### src/rtl/game_state_controller.sv
// -----------------------------------------------------------------------------
// game_state_controller
//
// Top-level game FSM. Drives the 2-bit game state consumed by the enemy
// controller (0 IDLE, 1 PLAY, 2 PAUSE, 3 OVER), scores enemy kills as a
// saturating 4-digit BCD value, and counts seconds spent in PLAY.
//
// Ports:
//   clk           system clock, rising edge
//   rst_n         asynchronous active-low reset
//   start_btn     raw start button (asynchronous level)
//   pause_btn     raw pause button (asynchronous level)
//   enemy_enable  per-enemy alive flags; a 1->0 fall is a kill
//   enemy_v_flat  enemy i vertical position at [10*i+9:10*i]
//   state         game state
//   score         4-digit BCD score, digit 3 in [15:12]
//   play_sec      seconds spent in PLAY, binary, saturates at 255
//   high_score    best BCD score (tied to 0 unless HIGH_SCORE_EN)
//
// Build option: define HIGH_SCORE_EN to keep the best score across games.
// -----------------------------------------------------------------------------
module game_state_controller #(
    parameter int BOTTOM_V       = 380,
    parameter int TICKS_PER_SEC  = 25000000,
    parameter int SCORE_PER_KILL = 1
) (
    input  logic        clk,
    input  logic        rst_n,
    input  logic        start_btn,
    input  logic        pause_btn,
    input  logic [7:0]  enemy_enable,
    input  logic [79:0] enemy_v_flat,
    output logic [1:0]  state,
    output logic [15:0] score,
    output logic [7:0]  play_sec,
    output logic [15:0] high_score
);

    localparam int          TICK_W     = (TICKS_PER_SEC > 1) ? $clog2(TICKS_PER_SEC) : 1;
    localparam logic [10:0] BOTTOM_V_L = 11'(BOTTOM_V);

    typedef enum logic [1:0] {
        ST_IDLE  = 2'd0,
        ST_PLAY  = 2'd1,
        ST_PAUSE = 2'd2,
        ST_OVER  = 2'd3
    } state_t;

    state_t              state_reg, state_next;
    logic [1:0]          start_sync_reg, pause_sync_reg;
    logic                start_prev_reg, pause_prev_reg;
    logic                start_rise, pause_rise;
    logic [7:0]          prev_enable_reg;
    logic [15:0]         score_reg;
    logic [7:0]          play_sec_reg;
    logic [TICK_W-1:0]   tick_reg;
    logic                in_play, game_start;

    // ---------------- button synchronisers and rising-edge detect ------------
    always_ff @(posedge clk or negedge rst_n) begin
        if (!rst_n) begin
            start_sync_reg <= 2'b00;
            pause_sync_reg <= 2'b00;
            start_prev_reg <= 1'b0;
            pause_prev_reg <= 1'b0;
        end else begin
            start_sync_reg <= {start_sync_reg[0], start_btn};
            pause_sync_reg <= {pause_sync_reg[0], pause_btn};
            start_prev_reg <= start_sync_reg[1];
            pause_prev_reg <= pause_sync_reg[1];
        end
    end

    assign start_rise = start_sync_reg[1] & ~start_prev_reg;
    assign pause_rise = pause_sync_reg[1] & ~pause_prev_reg;

    // ---------------- breach: any alive enemy at/below the bottom line -------
    logic [7:0] breach_vec;
    logic       breach;

    for (genvar gi = 0; gi < 8; gi++) begin : g_breach
        assign breach_vec[gi] = enemy_enable[gi] &&
                                ({1'b0, enemy_v_flat[10*gi +: 10]} >= BOTTOM_V_L);
    end

    assign breach = |breach_vec;

    // ---------------- FSM: state register ------------------------------------
    always_ff @(posedge clk or negedge rst_n) begin
        if (!rst_n) state_reg <= ST_IDLE;
        else        state_reg <= state_next;
    end

    // ---------------- FSM: next state ----------------------------------------
    always_comb begin
        state_next = state_reg;
        unique case (state_reg)
            ST_IDLE:  if (start_rise) state_next = ST_PLAY;
            ST_PLAY: begin
                // Losing outranks pausing when both land in the same cycle.
                if (breach)          state_next = ST_OVER;
                else if (pause_rise) state_next = ST_PAUSE;
            end
            ST_PAUSE: if (pause_rise) state_next = ST_PLAY;
            ST_OVER:  if (start_rise) state_next = ST_IDLE;
        endcase
    end

    // ---------------- FSM: outputs / decodes ---------------------------------
    always_comb begin
        state      = state_reg;
        in_play    = (state_reg == ST_PLAY);
        game_start = (state_reg == ST_IDLE) && start_rise;
    end

    // ---------------- kill count ---------------------------------------------
    logic [7:0] kill_vec;
    logic [3:0] kills;

    assign kill_vec = prev_enable_reg & ~enemy_enable;

    always_comb begin
        kills = 4'd0;
        for (int i = 0; i < 8; i++) kills = kills + 4'(kill_vec[i]);
    end

    // ---------------- BCD accumulate with saturation -------------------------
    // Points per cycle are at most 8*9 = 72, so the addend fits two BCD digits.
    logic [6:0]  add_val;
    logic [3:0]  add_digit [4];
    logic [4:0]  carry;
    logic [15:0] sum_digits;
    logic [15:0] score_added;

    assign add_val      = 7'(kills) * 7'(SCORE_PER_KILL);
    assign add_digit[0] = 4'(add_val % 7'd10);
    assign add_digit[1] = 4'(add_val / 7'd10);
    assign add_digit[2] = 4'd0;
    assign add_digit[3] = 4'd0;
    assign carry[0]     = 1'b0;

    for (genvar gi = 0; gi < 4; gi++) begin : g_bcd
        logic [4:0] dsum;
        assign dsum          = {1'b0, score_reg[4*gi +: 4]} + {1'b0, add_digit[gi]}
                             + {4'b0000, carry[gi]};
        assign carry[gi+1]   = (dsum >= 5'd10);
        assign sum_digits[4*gi +: 4] = carry[gi+1] ? 4'(dsum - 5'd10) : dsum[3:0];
    end

    // A carry out of the thousands digit means the true sum passed 9999.
    assign score_added = carry[4] ? 16'h9999 : sum_digits;

    // ---------------- score / play-time datapath -----------------------------
    always_ff @(posedge clk or negedge rst_n) begin
        if (!rst_n) begin
            prev_enable_reg <= 8'h00;
            score_reg       <= 16'h0000;
            play_sec_reg    <= 8'h00;
            tick_reg        <= '0;
        end else begin
            prev_enable_reg <= enemy_enable;
            if (game_start) begin
                score_reg    <= 16'h0000;
                play_sec_reg <= 8'h00;
                tick_reg     <= '0;
            end else if (in_play) begin
                score_reg <= score_added;
                if (tick_reg == TICK_W'(TICKS_PER_SEC - 1)) begin
                    tick_reg <= '0;
                    if (play_sec_reg != 8'hFF) play_sec_reg <= play_sec_reg + 8'd1;
                end else begin
                    tick_reg <= tick_reg + TICK_W'(1);
                end
            end
        end
    end

    assign score    = score_reg;
    assign play_sec = play_sec_reg;

    // ---------------- optional high score ------------------------------------
`ifdef HIGH_SCORE_EN
    logic [15:0] high_score_reg;
    logic        game_over;

    assign game_over = in_play && breach;

    // BCD digits order the same way as binary, so a plain compare works.
    always_ff @(posedge clk or negedge rst_n) begin
        if (!rst_n)                                        high_score_reg <= 16'h0000;
        else if (game_over && (score_reg > high_score_reg)) high_score_reg <= score_reg;
    end

    assign high_score = high_score_reg;
`else
    assign high_score = 16'h0000;
`endif

endmodule

### config.mk
export PLATFORM = sky130hd
export DESIGN_NAME = game_state_controller
export DESIGN_NICKNAME = d
export VERILOG_FILES = /design/src/rtl/game_state_controller.sv
export SDC_FILE = /design/constraint.sdc
export NUM_CORES = 1
export LEC_CHECK = 0
export BUFFER_PORTS_ARGS = -buffer_cell sky130_fd_sc_hd__buf_2
export CAP_MARGIN = 40
export CORE_MARGIN = 2
export CORE_UTILIZATION = 57
export DETAILED_ROUTE_END_ITERATION = 10
export GPL_ROUTABILITY_DRIVEN = 0
export GPL_TIMING_DRIVEN = 1
export HOLD_SLACK_MARGIN = 0.03
export PLACE_DENSITY = 0.95
export SLEW_MARGIN = 20
export SYNTH_ARGS = -nofsm -noshare
export SYNTH_HDL_FRONTEND = slang
export SYNTH_SLANG_ARGS = --single-unit
### constraint.sdc
create_clock -name clk -period 25.5 [get_ports clk]
set_input_delay 0 -clock clk [delete_from_list [all_inputs] [get_ports clk]]
set_output_delay 0 -clock clk [all_outputs]
set_load 0.03 [all_outputs]
=== Yosys cells after proc, flatten, opt, wreduce, memory -nomap -nowiden ===
Cells that the tools add are included.

* Bits in registers: 65
* Input port bits: 92
* Output and inout bits: 42
* Word-level logic and storage cells: 90

* Add/subtract/negate cells: 17
* Divide/modulo/power cells: 2
* Magnitude comparators: 12
* Equal/unequal tests: 9
* Multiplexer cells: 19
* Bitwise operators: 6
* Reduce and logical (&&, ||, !) cells: 16

{| class="wikitable"
|+ Operators with widths
! cell !! number
|-
| >= comparator 10 x 9 -> 1 bit, second input constant || 8
|-
| 2-to-1 mux 25 bit || 3
|-
| 2-to-1 mux 16 bit || 3
|-
| 2-to-1 mux 8 bit || 4
|-
| adder 25 x 1 -> 25 bit, second input constant || 1
|-
| equality test 25 bit, second input constant || 1
|-
| >= comparator 5 x 4 -> 1 bit, second input constant || 4
|-
| adder 4 x 1 -> 4 bit || 4
|-
| 2-to-1 mux 4 bit || 3
|-
| subtractor 4 bit, second input constant || 3
|-
| adder 4 x 1 -> 5 bit || 2
|-
| adder 4 x 4 -> 5 bit || 2
|-
| 2-to-1 mux 2 bit || 5
|-
| logical AND 1 bit || 9
|-
| adder 8 x 1 -> 8 bit, second input constant || 1
|-
| bitwise AND 8 bit || 1
|-
| inequality test 8 bit, second input constant || 1
|-
| inverter 8 bit || 1
|-
| case mux 2 bit (4 select lines) || 1
|-
| OR reduction 8 bit || 1
|-
| divider 4 x 4 -> 7 bit, second input constant || 1
|-
| remainder unit 4 x 4 -> 7 bit, second input constant || 1
|-
| inequality test 2 bit, second input constant || 3
|-
| nonzero test 2 bit || 3
|-
| 12 further kinds || 15
|}

=== Depth between registers and ports, before layout ===
Gate-level depths: netlist (run 1).

* Word-level depth: 21
* Mapped depth: 48
* Gate-level depth less buffers: 46

=== Worst setup path after synthesis (run 1) ===
Ideal clock, no wire load.

* Path type: register to register
* Start: register prev_enable_reg[0]
* End: register score_reg[9] (netlist: score[9])
* Library setup time: 0.124 ns
* Arrival time: 9.709 ns
* Data required time: 25.376 ns
* Setup slack: 15.668 ns
* Stages on the path, launching flop included: 47
* Buffers on the path: 2
* Path through: dfrtp_1 -> nand2b_1 -> fa_1 -> fa_1 -> inv_1 -> fa_1 -> ha_1 -> fa_1 -> xnor2_1 -> ha_1 -> inv_1 -> ha_1 -> a21oi_1 -> mux2_2 -> inv_1 -> fa_1 -> xor2_1 -> ha_1 -> [11 not listed] -> o21a_1 -> nor2_1 -> inv_1 -> ha_1 -> ha_1 -> clkbuf_1 -> xnor2_1 -> ha_1 -> a21oi_1 -> o31ai_1 -> nand2_1 -> ha_1 -> ha_1 -> mux2i_1 -> a221oi_4 -> nor2_1 -> and4_1 -> a211o_1

* Cells in the longest elaborated chain, start to end: 20
* Elaborated cells between the ends (all ways): 24

{| class="wikitable"
|+ Ends and longest elaborated chain
! element !! RTL line !! RTL
|-
| start: declaration || 53 || <nowiki>logic [7:0] prev_enable_reg;</nowiki>
|-
| start signal: assignment || 161 || <nowiki>prev_enable_reg <= enemy_enable;</nowiki>
|-
| bitwise AND 8 bit * || 120 || <nowiki>assign kill_vec = prev_enable_reg & ~enemy_enable;</nowiki>
|-
| adder 1 x 1 -> 2 bit * || 124 || <nowiki>for (int i = 0; i < 8; i++) kills = kills + 4'(kill_vec[i]);</nowiki>
|-
| adder 2 x 1 -> 3 bit * || 124 ||
|-
| adder 3 x 1 -> 4 bit * || 124 ||
|-
| adder 4 x 1 -> 4 bit * (4 in a row) || 124 ||
|-
| remainder unit 4 x 4 -> 7 bit || 136 || <nowiki>assign add_digit[0] = 4'(add_val % 7'd10);</nowiki>
|-
| adder 4 x 4 -> 5 bit || 144 || <nowiki>assign dsum = {1'b0, score_reg[4*gi +: 4]} + {1'b0, add_digit[gi]}</nowiki>
|-
| >= comparator 5 x 4 -> 1 bit || 146 || <nowiki>assign carry[gi+1] = (dsum >= 5'd10);</nowiki>
|-
| adder 5 x 1 -> 5 bit * || 145 || <nowiki>+ {4'b0000, carry[gi]};</nowiki>
|-
| >= comparator 5 x 4 -> 1 bit * || 146 ||
|-
| adder 4 x 1 -> 5 bit * || 145 ||
|-
| >= comparator 5 x 4 -> 1 bit || 146 ||
|-
| adder 4 x 1 -> 5 bit || 145 ||
|-
| >= comparator 5 x 4 -> 1 bit || 146 ||
|-
| 2-to-1 mux 16 bit * || 151 || <nowiki>assign score_added = carry[4] ? 16'h9999 : sum_digits;</nowiki>
|-
| 2-to-1 mux 16 bit * || 166 || <nowiki>end else if (in_play) begin</nowiki>
|-
| 2-to-1 mux 16 bit * || 162 || <nowiki>if (game_start) begin</nowiki>
|-
| end signal: assignment || 167 || <nowiki>score_reg <= score_added;</nowiki>
|-
| end: declaration || 54 || <nowiki>logic [15:0] score_reg;</nowiki>
|}

Every way passes the cells marked *; elsewhere a longest branch is shown, timed or not. The select of a mux whose other input is x is not followed.
A chain may end at the register's enable or synchronous reset.

=== Worst setup path after layout (run 1) ===
* Start: input port enemy_enable[1]
* End: register score_reg[9] (netlist: score[9])

* Cells in the longest elaborated chain, start to end: 21
* Elaborated cells between the ends (all ways): 25

{| class="wikitable"
|+ Ends and longest elaborated chain
! element !! RTL line !! RTL
|-
| start: declaration || 31 || <nowiki>input logic [7:0] enemy_enable,</nowiki>
|-
| inverter 8 bit * || 120 ||
|-
| bitwise AND 8 bit * || 120 ||
|-
| adder 1 x 1 -> 2 bit * || 124 ||
|-
| adder 2 x 1 -> 3 bit * || 124 ||
|-
| adder 3 x 1 -> 4 bit * || 124 ||
|-
| adder 4 x 1 -> 4 bit * (4 in a row) || 124 ||
|-
| remainder unit 4 x 4 -> 7 bit || 136 ||
|-
| adder 4 x 4 -> 5 bit || 144 ||
|-
| [2 not listed] || n/a ||
|-
| >= comparator 5 x 4 -> 1 bit * || 146 ||
|-
| adder 4 x 1 -> 5 bit * || 145 ||
|-
| >= comparator 5 x 4 -> 1 bit || 146 ||
|-
| adder 4 x 1 -> 5 bit || 145 ||
|-
| >= comparator 5 x 4 -> 1 bit || 146 ||
|-
| 2-to-1 mux 16 bit * || 151 ||
|-
| 2-to-1 mux 16 bit * || 166 ||
|-
| 2-to-1 mux 16 bit * || 162 ||
|}

Marks and branches as above.

==> flow_metrics.env, run 1 <==
export IMPL_largest_register_ffs=25
export IMPL_hold_viol=0
export IMPL_ys_seq_area_share_pct=36.2
export IMPL_drv_cap=0
export IMPL_drt_iter0_markers=427
export IMPL_worstHoldPathType="in -> async"
export IMPL_rsz0062_at_grt="false"
export IMPL_core_area_um2=7690
export IMPL_period_needed_ns=11.47
export IMPL_grt_total_usage_pct=29.5
export IMPL_numPortBuffers=101
export IMPL_slowest_delay_ns=0.57
export IMPL_yosysWarnings=0
export IMPL_finalClockSkew_ns=0.0117
export IMPL_layout_nets=737
export IMPL_criticalPathCategory="in -> reg"
export IMPL_clk_latency_ns=0.35
export IMPL_setup_viol=0
export IMPL_status="complete, no violations"
export IMPL_rows=32
export IMPL_area_growth_pct=18.6
export IMPL_dp_cells=699
export IMPL_drc=0
export IMPL_fin_tns_setup_ns=0
export IMPL_wl_per_cell_um=17.2
export IMPL_clk_pin_slew_ns=0.08
export IMPL_clock_sinks=65
export IMPL_final_common_cell="buf_2"
export IMPL_post_route_util_pct=69.3
export IMPL_vias=4647
export IMPL_worstSetupPathDepth=46
export IMPL_crit_path_frequent_cell="ha_1"
export IMPL_whs_ns=0.118
export IMPL_cts_made_buffers=9
export IMPL_final_cell_mix="buf_2, dfrtp_1, nor2_1"
export IMPL_worst_ir_drop_vdd_mv=0.0349
export IMPL_p_per_area_nw_per_um2=83.1
export IMPL_grt_max_degree=66
export IMPL_synth_edf_count=0
export IMPL_clk_path_buf_depth=2
export IMPL_worstPathRequired_ns=25.73
export IMPL_tritoncts="yes"
export IMPL_die_area_um2=8610
export IMPL_cts_root_buf="clkbuf_8"
export IMPL_async_reset_ff_share_pct=100
export IMPL_grt_pass1_wl_um=20500
export IMPL_first_pass_iters=5
export IMPL_fmax_ghz=0.0872
export IMPL_crit_buf_inv=8
export IMPL_die_w_um=92.8
export IMPL_syn_area_per_cell_um2=8.79
export IMPL_grt_antenna_before_repair=0
export IMPL_fin_crit_sh_pct=45.0
export IMPL_p_leak_nw=2.52
export IMPL_htreeDepth=3
export IMPL_cp_start_kind="input pin"
export IMPL_maxSlewHeadroom_pct=43.6
export IMPL_r2r_cells=44
export IMPL_drive_gt1_share_pct=22.1
export IMPL_cp_max_fo=10
export IMPL_instances_no_fill=727
export IMPL_n_antenna_cell=0
export IMPL_cp_arrival_ns=11.70
export IMPL_synth_cell_type_count=70
export IMPL_crit_family="adder cells"
export IMPL_overflow=0
export IMPL_synth_main_ff_cell="dfrtp_1"
export IMPL_cp_slowest_cell="dlygate4sd3_1"
export IMPL_start_util_pct=58.4
export IMPL_grt_pass1_vias=4468
export IMPL_slew_violations=0
export IMPL_cp_end_kind="flip-flop"
export IMPL_dp_hpwl_um=8980
export IMPL_drt_vias_per_instance=6.39
export IMPL_worst_slew_pin_transition_ns=0.838
export IMPL_post_cts_resized=0
export IMPL_routed_wl_um=12500
export IMPL_die_h_um=92.8
export IMPL_ioPinCount=134
export IMPL_synth_seq_cells=65
export IMPL_postSynthCellCount=511
export IMPL_postRouteAntennaNets=0
export IMPL_synth_area_um2=4490
[routing by layer]
layer	vias up	global-route usage [%]	wire [um]	part of all wire [%]
li1	2085	-	-	-
met1	2183	34.1	4560	37
met2	312	51.3	6320	51
met3	67	5.45	1090	8.8
met4	0	16.7	503	4.0
met5	-	0	0	0
[area by class of cell]
cell class              count  area [um2]
flip-flops and latches     65        1630
clock inverters             3        15.0
multi-input cells         400        2620
inverters                  27         101
repair buffers            117         681
well taps                 102         128
fillers                   552        2360
clock buffers              13         159
[cell usage after synthesis (8+ instances only)]
library cell	number	area share [%]
nand4b_1	9	1.8
nor2b_1	8	1.1
inv_1	26	2.2
dfrtp_1	65	36
nand2b_1	13	1.8
xnor2_1	10	1.9
buf_4	16	2.7
ha_1	19	5.3
clkbuf_1	11	0.92
nor2_1	46	3.8
o21ai_0	24	2.7
nor4_1	13	1.8
nand2_1	41	3.4
a21oi_1	37	4.1
a31oi_1	17	2.4
and3_1	11	1.5
nand3_1	19	2.1
nand4_1	21	2.9
[per-stage QoR]
step / power, W / area [um2] / setup slack (ns)
3_5_place_dp: 0.000357 / 5020 / 14.39
2_1_floorplan: 0.000298 / 4550 / 15.67
6_report: 0.000443 / 5330 / 14.03
5_1_grt: 0.000472 / 5330 / 13.37
3_3_place_gp: 0.000338 / 4990 / 14.98
4_1_cts: 0.000437 / 5300 / 14.22
[report_power, final]
part / total (W) / switching (W) / internal [W] / leakage [nW]
Sequential: 0.000143 / 0.0000238 / 0.000119 / 0.842
Combinational: 0.000220 / 0.000140 / 0.0000792 / 1.58
Clock: 0.0000800 / 0.0000398 / 0.0000402 / 0.0932
Total: 0.000443 / 0.000204 / 0.000239 / 2.52
[timing repair]
item	CTS	global route
hold endpoints to repair	75	0
setup buffers	0	0
hold buffers	11	0
[final timing paths]
kind                                               from                           to  slack (ns)
setup / recovery                        enemy_enable[1]         score[9]$_DFFE_PN0P_       14.03
hold / removal                                    rst_n     tick_reg[18]$_DFFE_PN0P_        0.12
setup reg to reg           prev_enable_reg[1]$_DFF_PN0_         score[9]$_DFFE_PN0P_       14.15
hold reg to reg             start_sync_reg[0]$_DFF_PN0_  start_sync_reg[1]$_DFF_PN0_        0.35
max in group asynchronous                         rst_n     pause_prev_reg$_DFF_PN0_       24.87
min in group clk                       enemy_v_flat[69]         state[1]$_DFFE_PN0P_        0.25
[kinds of logic after synthesis]
group / count (synthesis) / share of synthesized area (%)
adder cells (fa/ha/maj): 25 / 7.96
buffers and inverters: 61 / 6.77
flip-flops: 65 / 36.2
XOR/XNOR: 11 / 2.14
other: 1 / 0.0835
multiplexers: 6 / 1.45
AO/OA/AOI/OAI: 128 / 18.7
AND/OR/NAND/NOR: 214 / 26.7
[worst reg2reg max path, delay by kind of cell (launching register included)]
kind	cells	cell delay, ns
buffers and inverters	6	0.42
and+or+nand+nor	5	1.06
xor gates and xnor gates	4	0.79
adders and majority gates	17	5.54
DFF	1	0.38
muxes	2	0.45
AOI/OAI and AO/OA	10	2.62
(Power assumes the default switching activity.)
==> run 2, diff against run 1 <==
- CORE_UTILIZATION: 57 -> 48
- PLACE_DENSITY: 0.95 -> 0.9
- clock period: 25.5 -> 9.6 ns (I/O delays scaled with it)
==> run 2 against run 1 <==
  * Global-route usage is 4.5 points lower
  * Non-clock buffer count rose by 27
  * Sequential power grew to 2.7 times the previous value
  * Power rose to 3.1 times the previous value
  * Combinational power increased to 3.3 times the previous value
  * Via count up 0.28%
  * Critical path depth did not move
  * Clock power rose to 3.2 times the previous value
  * Die area rose by 18%
  * Count of clock-buffer cells in the layout shrank 1
  * Clock skew decreased by 0.0014 ns
  * Core utilization is 6.8 points lower
==> flow_metrics.env, run 2 (synthesis gave the netlist of run 1 again) <==
export IMPL_status="complete, no violations"
export IMPL_p_per_area_nw_per_um2=240
export IMPL_cp_arrival_ns=9.52
export IMPL_numPortBuffers=101
export IMPL_fin_crit_sh_pct=96.6
export IMPL_cts_root_buf="clkbuf_8"
export IMPL_drv_cap=0
export IMPL_core_area_um2=9150
export IMPL_rows=35
export IMPL_slowest_delay_ns=0.56
export IMPL_drc=0
export IMPL_setup_ws_ns=0.329
export IMPL_final_cell_mix="buf_2, dfrtp_1, nor2_1"
export IMPL_post_route_util_pct=62.6
export IMPL_clk_latency_ns=0.36
export IMPL_clock_sinks=65
export IMPL_hold_viol=0
export IMPL_p_sw_w=0.000599
export IMPL_dp_hpwl_um=8810
export IMPL_ioPinCount=134
export IMPL_die_w_um=101
export IMPL_drive_gt1_share_pct=30.1
export IMPL_overflow=0
export IMPL_seqPwrFrac_pct=28.0
export IMPL_start_util_pct=49.1
export IMPL_drt_vias_per_instance=6.11
export IMPL_worst_ir_drop_vdd_mv=0.106
export IMPL_wl_per_cell_um=16.4
export IMPL_grt_pass1_wl_um=20200
export IMPL_p_leak_nw=2.67
export IMPL_grt_pass1_vias=4461
export IMPL_htreeDepth=3
export IMPL_final_common_cell="buf_2"
export IMPL_place_ws_ns=-0.312
export IMPL_worstPathRequired_ns=9.85
export IMPL_vias=4660
export IMPL_setup_viol=0
export IMPL_period_needed_ns=9.27
export IMPL_drt_iter0_markers=355
export IMPL_cp_end_kind="flip-flop"
export IMPL_p_clk_share_pct=18.8
export IMPL_tritoncts="yes"
export IMPL_layout_nets=764
export IMPL_p_int_w=0.000776
export IMPL_grt_max_degree=66
export IMPL_cts_made_buffers=9
export IMPL_worst_slew_pin_transition_ns=0.862
export IMPL_swShare_pct=43.6
export IMPL_die_h_um=101
export IMPL_fmax_ghz=0.108
export IMPL_postRouteAntennaNets=0
export IMPL_area_growth_pct=27.4
export IMPL_instances_no_fill=763
export IMPL_slew_violations=0
export IMPL_rrSetupSlack_ns=0.37
export IMPL_worstHoldPathType="in -> async"
export IMPL_grt_antenna_before_repair=1
export IMPL_whs_ns=0.174
export IMPL_cp_max_fo=5
export IMPL_die_area_um2=10200
export IMPL_largest_register_ffs=25
export IMPL_maxSlewHeadroom_pct=42.0
export IMPL_cp_start_kind="input pin"
export IMPL_finalClockSkew_ns=0.0103
export IMPL_clk_pin_slew_ns=0.07
export IMPL_criticalPathCategory="in -> reg"
export IMPL_clk_path_buf_depth=2
export IMPL_grt_total_usage_pct=25.0
export IMPL_dp_cells=728
export IMPL_fin_tns_setup_ns=0
export IMPL_power_frac_comb_pct=53.2
export IMPL_routed_wl_um=12500
export IMPL_cp_slowest_cell="fa_2"
export IMPL_first_pass_iters=5
## run 2: cell count changes in the layout (fill, tap and decap cells not counted), moves of 3 or more
cell | before | now
a21oi_1 | 37 | 34
buf_4 | 3 | 30
fa_1 | 6 | 3
fa_2 | 0 | 3
ha_1 | 19 | 10
ha_2 | 0 | 7
nor2_1 | 46 | 42
nor2_2 | 1 | 4
xnor2_1 | 10 | 7
xnor2_2 | 0 | 3
## run 2: routing by layer
| metal | vias up | part of all wire, % | global-route usage [%] |
|---|---|---|---|
| met2 | 255 | 50 | 43.7 |
| met3 | 42 | 7.0 | 4.16 |
| met1 | 2228 | 39 | 28.9 |
| li1 | 2135 | - | - |
| met4 | 0 | 4.2 | 14.2 |
| met5 | - | 0 | 0 |
## run 2: power groups by stage
stage	combinational (W)	sequential (W)	clock (W)
final	0.000732	0.000384	0.000259
after detailed placement	0.000619	0.000384	0
after global routing	0.000793	0.000393	0.000275
after global placement	0.000583	0.000380	0
after floorplan	0.000381	0.000419	0
after CTS	0.000657	0.000379	0.000262
## run 2: cell type report
class                      instances  area (um2)
multi-input combinational        400        2770
fill                             718        3430
clock buffer                      12         145
sequential                        65        1630
tap                              111         139
antenna                            1        2.50
inverter                          27         101
clock inverter                     3        65.1
timing repair buffer             144         876
## run 2: timing repair
action / in CTS / in global routing
setup endpoints to repair: 15 / 16
buffers inserted: 2 / 5
hold buffers: 11 / 0
endpoints found under the hold margin: 75 / 0
pin swaps: 3 / 15
resized for setup: 11 / 24
## run 2: metrics by stage
step,power (W),instance area (um2)
6_report,0.00137,5730
5_1_grt,0.00146,5730
4_1_cts,0.00130,5570
3_5_place_dp,0.00100,5190
3_3_place_gp,0.000963,5170
2_1_floorplan,0.000800,4560
## run 2: worst max-delay path, delay by kind of cell
kind	cells	cell delay, ns
fa+ha+maj	16	4.93
xor+xnor	1	0.17
mux	1	0.30
compound gates	10	1.62
simple gates	7	1.02
buf+inv	11	1.47
## run 2: worst paths after layout
check,startpoint,end,depth (start not counted)
min reg2reg,pause_sync_reg[0]$_DFF_PN0_,pause_sync_reg[1]$_DFF_PN0_,0
max,enemy_enable[3],score[9]$_DFFE_PN0P_,46
min,rst_n,tick_reg[20]$_DFFE_PN0P_,3
max in group asynchronous,rst_n,score[3]$_DFFE_PN0P_,4
min in group clk,enemy_v_flat[79],state[1]$_DFFE_PN0P_,5
max reg2reg,prev_enable_reg[3]$_DFF_PN0_,score[9]$_DFFE_PN0P_,44
==> run 3, diff against run 2 <==
- ABC_AREA: unset -> 1
- CORE_UTILIZATION: 48 -> 47
- GPL_ROUTABILITY_DRIVEN: 0 -> unset
- PLACE_DENSITY: 0.9 -> 0.89
- clock period: 9.6 -> 8.05 ns (I/O delays scaled with it)
==> run 3 against run 2 <==
  * The flow now finishes with violations (setup timing)
  * Sequential share of layout area down 1.2 points
  * Register-to-register slack worse by 0.43 ns
  * Sequential power grew 22%
==> flow_metrics.env, run 3 <==
export IMPL_synth_seq_cells=65
export IMPL_post_route_util_pct=64.6
export IMPL_rows=35
export IMPL_core_area_um2=9240
export IMPL_synth_area_um2=4470
export IMPL_area_growth_pct=33.7
export IMPL_p_per_area_nw_per_um2=284
export IMPL_postSynthCellCount=598
export IMPL_syn_area_per_cell_um2=7.47
export IMPL_cp_start_kind="input pin"
export IMPL_fill_cells=730
export IMPL_fin_crit_sh_pct=101
export IMPL_synth_edf_count=0
export IMPL_r2r_cells=49
export IMPL_routed_wl_um=11700
export IMPL_layout_nets=873
export IMPL_violations="setup timing"
export IMPL_cts_root_buf="clkbuf_8"
export IMPL_grt_pass1_vias=4318
export IMPL_start_util_pct=48.3
export IMPL_yosysTopAreaCell="dfrtp_1"
export IMPL_cts_made_buffers=9
export IMPL_drt_iter0_markers=223
export IMPL_synth_most_common_cell="nand2_1"
export IMPL_p_int_w=0.000919
export IMPL_cp_end_kind="flip-flop"
export IMPL_rrSetupSlack_ns=-0.06
export IMPL_final_cell_mix="nand2_1, buf_2, inv_1"
export IMPL_instances_no_fill=890
export IMPL_slew_violations=0
export IMPL_crit_end="score[1]$_DFFE_PN0P_"
export IMPL_clk_pin_slew_ns=0.09
export IMPL_finalClockSkew_ns=0.0199
export IMPL_grt_pass1_wl_um=18000
export IMPL_first_pass_iters=5
export IMPL_wl_per_cell_um=13.2
export IMPL_grt_total_usage_pct=21.7
export IMPL_worst_ir_drop_vdd_mv=0.154
export IMPL_timing_rr_start="prev_enable_reg[3]$_DFF_PN0_"
export IMPL_rsz0062_at_grt="true"
export IMPL_vias=4510
export IMPL_setup_viol=10
export IMPL_largest_register_ffs=25
export IMPL_swShare_pct=45.8
export IMPL_synth_top_area_share_pct=36.4
export IMPL_worst_slew_pin_transition_ns=0.675
export IMPL_final_common_cell="nand2_1"
export IMPL_p_leak_nw=3.09
export IMPL_seqPwrFrac_pct=27.7
export IMPL_grt_antenna_before_repair=0
export IMPL_r2r_end="score[1]$_DFFE_PN0P_"
export IMPL_cp_arrival_ns=8.38
export IMPL_cp_startpoint="enemy_enable[1]"
export IMPL_drc=0
export IMPL_p_sw_w=0.000775
export IMPL_clock_sinks=65
export IMPL_n_antenna_cell=0
export IMPL_grt_max_degree=66
export IMPL_drt_vias_per_instance=5.07
export IMPL_criticalPathCategory="in -> reg"
export IMPL_hold_viol=0
export IMPL_synthTopCellsByCount="nand2_1, inv_1, dfrtp_1, nor2_1, nand3_1"
export IMPL_synth_cell_type_count=44
export IMPL_synth_main_ff_cell="dfrtp_1"
export IMPL_cp_slowest_cell="dlygate4sd3_1"
export IMPL_p_clk_share_pct=17.0
export IMPL_synthTopCellsByArea="dfrtp_1, nand2_1, inv_1"
export IMPL_htreeDepth=3
export IMPL_numPortBuffers=101
export IMPL_drv_cap=0
export IMPL_status="finished with violations"
export IMPL_fmax_ghz=0.123
export IMPL_worstPathRequired_ns=8.29
export IMPL_die_h_um=101
export IMPL_dp_cells=841
export IMPL_slowest_delay_ns=0.54
export IMPL_yosysWarnings=0
export IMPL_period_needed_ns=8.14
export IMPL_clk_path_buf_depth=2
export IMPL_die_area_um2=10300
export IMPL_worstHoldPathType="in -> async"
export IMPL_crit_path_frequent_cell="inv_2"
export IMPL_setup_ws_ns=-0.0914
export IMPL_overflow=0
export IMPL_async_reset_ff_share_pct=100
export IMPL_die_w_um=101
export IMPL_postRouteAntennaNets=0
export IMPL_ys_seq_area_share_pct=36.4
export IMPL_ioPinCount=134
export IMPL_dp_hpwl_um=7720
export IMPL_clk_latency_ns=0.36
export IMPL_maxSlewHeadroom_pct=54.9
export IMPL_routabilityCongestion=0.895
export IMPL_power_frac_comb_pct=55.2
export IMPL_cp_max_fo=5
export IMPL_drive_gt1_share_pct=32.7
export IMPL_tritoncts="yes"
==> run 3: critical path, delay by kind of cell <==
family,cells,cell delay (ns)
xor+xnor,4,0.71
buf+inv,14,1.43
simple gates,10,0.99
compound gates,7,0.72
fa+ha+maj,17,4.52
==> run 3: metal layers <==
layer  GRT usage [%]  wire length (um)  up-vias  part of all wire, %
li1                -                 -     2198                    -
met1            24.3              4790     2110                   41
met2            39.7              6070      181                   52
met3            6.00               663       21                  5.7
met4            6.96               182        0                  1.6
met5               0                 0        -                    0
==> run 3: cell type report <==
type / instances / area, um2 / area share (%)
Clock buffer: 10 / 138 / 2.31
Clock inverter: 6 / 66.3 / 1.11
Inverter: 86 / 325 / 5.45
Multi-Input combinational cell: 440 / 2700 / 45.2
Sequential cell: 65 / 1630 / 27.2
Tap cell: 129 / 161 / 2.70
Timing Repair Buffer: 154 / 955 / 16.0
==> run 3: kinds of logic after synthesis <==
| logic type | synth area share [%] |
|---|---|
| AOI/OAI and AO/OA | 10.9 |
| other | 0.0840 |
| adders and majority gates | 8.01 |
| buffers and inverters | 10.8 |
| DFF | 36.4 |
| and+or+nand+nor | 30.7 |
| xor gates and xnor gates | 3.14 |
==> run 3: worst min-delay path by stage <==
stage | from | depth (start not counted) | slack, ns | to
after floorplan | rst_n | 0 | -0.30 | pause_prev_reg$_DFF_PN0_
after global placement | start_btn | 1 | 0.11 | start_sync_reg[0]$_DFF_PN0_
after detailed placement | start_btn | 1 | 0.12 | start_sync_reg[0]$_DFF_PN0_
after CTS | enemy_enable[3] | 8 | 0.21 | state[1]$_DFFE_PN0P_
after global routing | rst_n | 3 | 0.1 | score[10]$_DFFE_PN0P_
final | rst_n | 3 | 0.12 | score[10]$_DFFE_PN0P_
==> run 3: stage by stage <==
stage	setup slack, ns	power, W	hold WS (ns)	setup TNS, ns	instance area, um2
finish	-0.0914	0.00169	0.115	-0.380	5970
global route	-0.412	0.00180	0.0965	-4.98	5970
CTS	0.00320	0.00155	0.210	0	5740
detailed placement	-0.353	0.00121	0.117	-4.36	5250
global placement	0.00714	0.00118	0.111	0	5250
floorplan	0.00682	0.000970	-0.296	0	4590
==> run 3: power groups by stage <==
stage | sequential, W | clock (W) | combinational, W
2_1_floorplan | 0.000533 | 0 | 0.000436
3_3_place_gp | 0.000464 | 0 | 0.000720
3_5_place_dp | 0.000466 | 0 | 0.000743
4_1_cts | 0.000464 | 0.000294 | 0.000789
5_1_grt | 0.000478 | 0.000310 | 0.00101
6_report | 0.000470 | 0.000288 | 0.000936
==> run 3: what timing repair did <==
item	CTS	global route
setup buffers	10	12
pin swaps	13	28
hold endpoints to repair	75	0
hold buffers	11	0
resized for setup	24	38
endpoints found under the setup margin	15	16
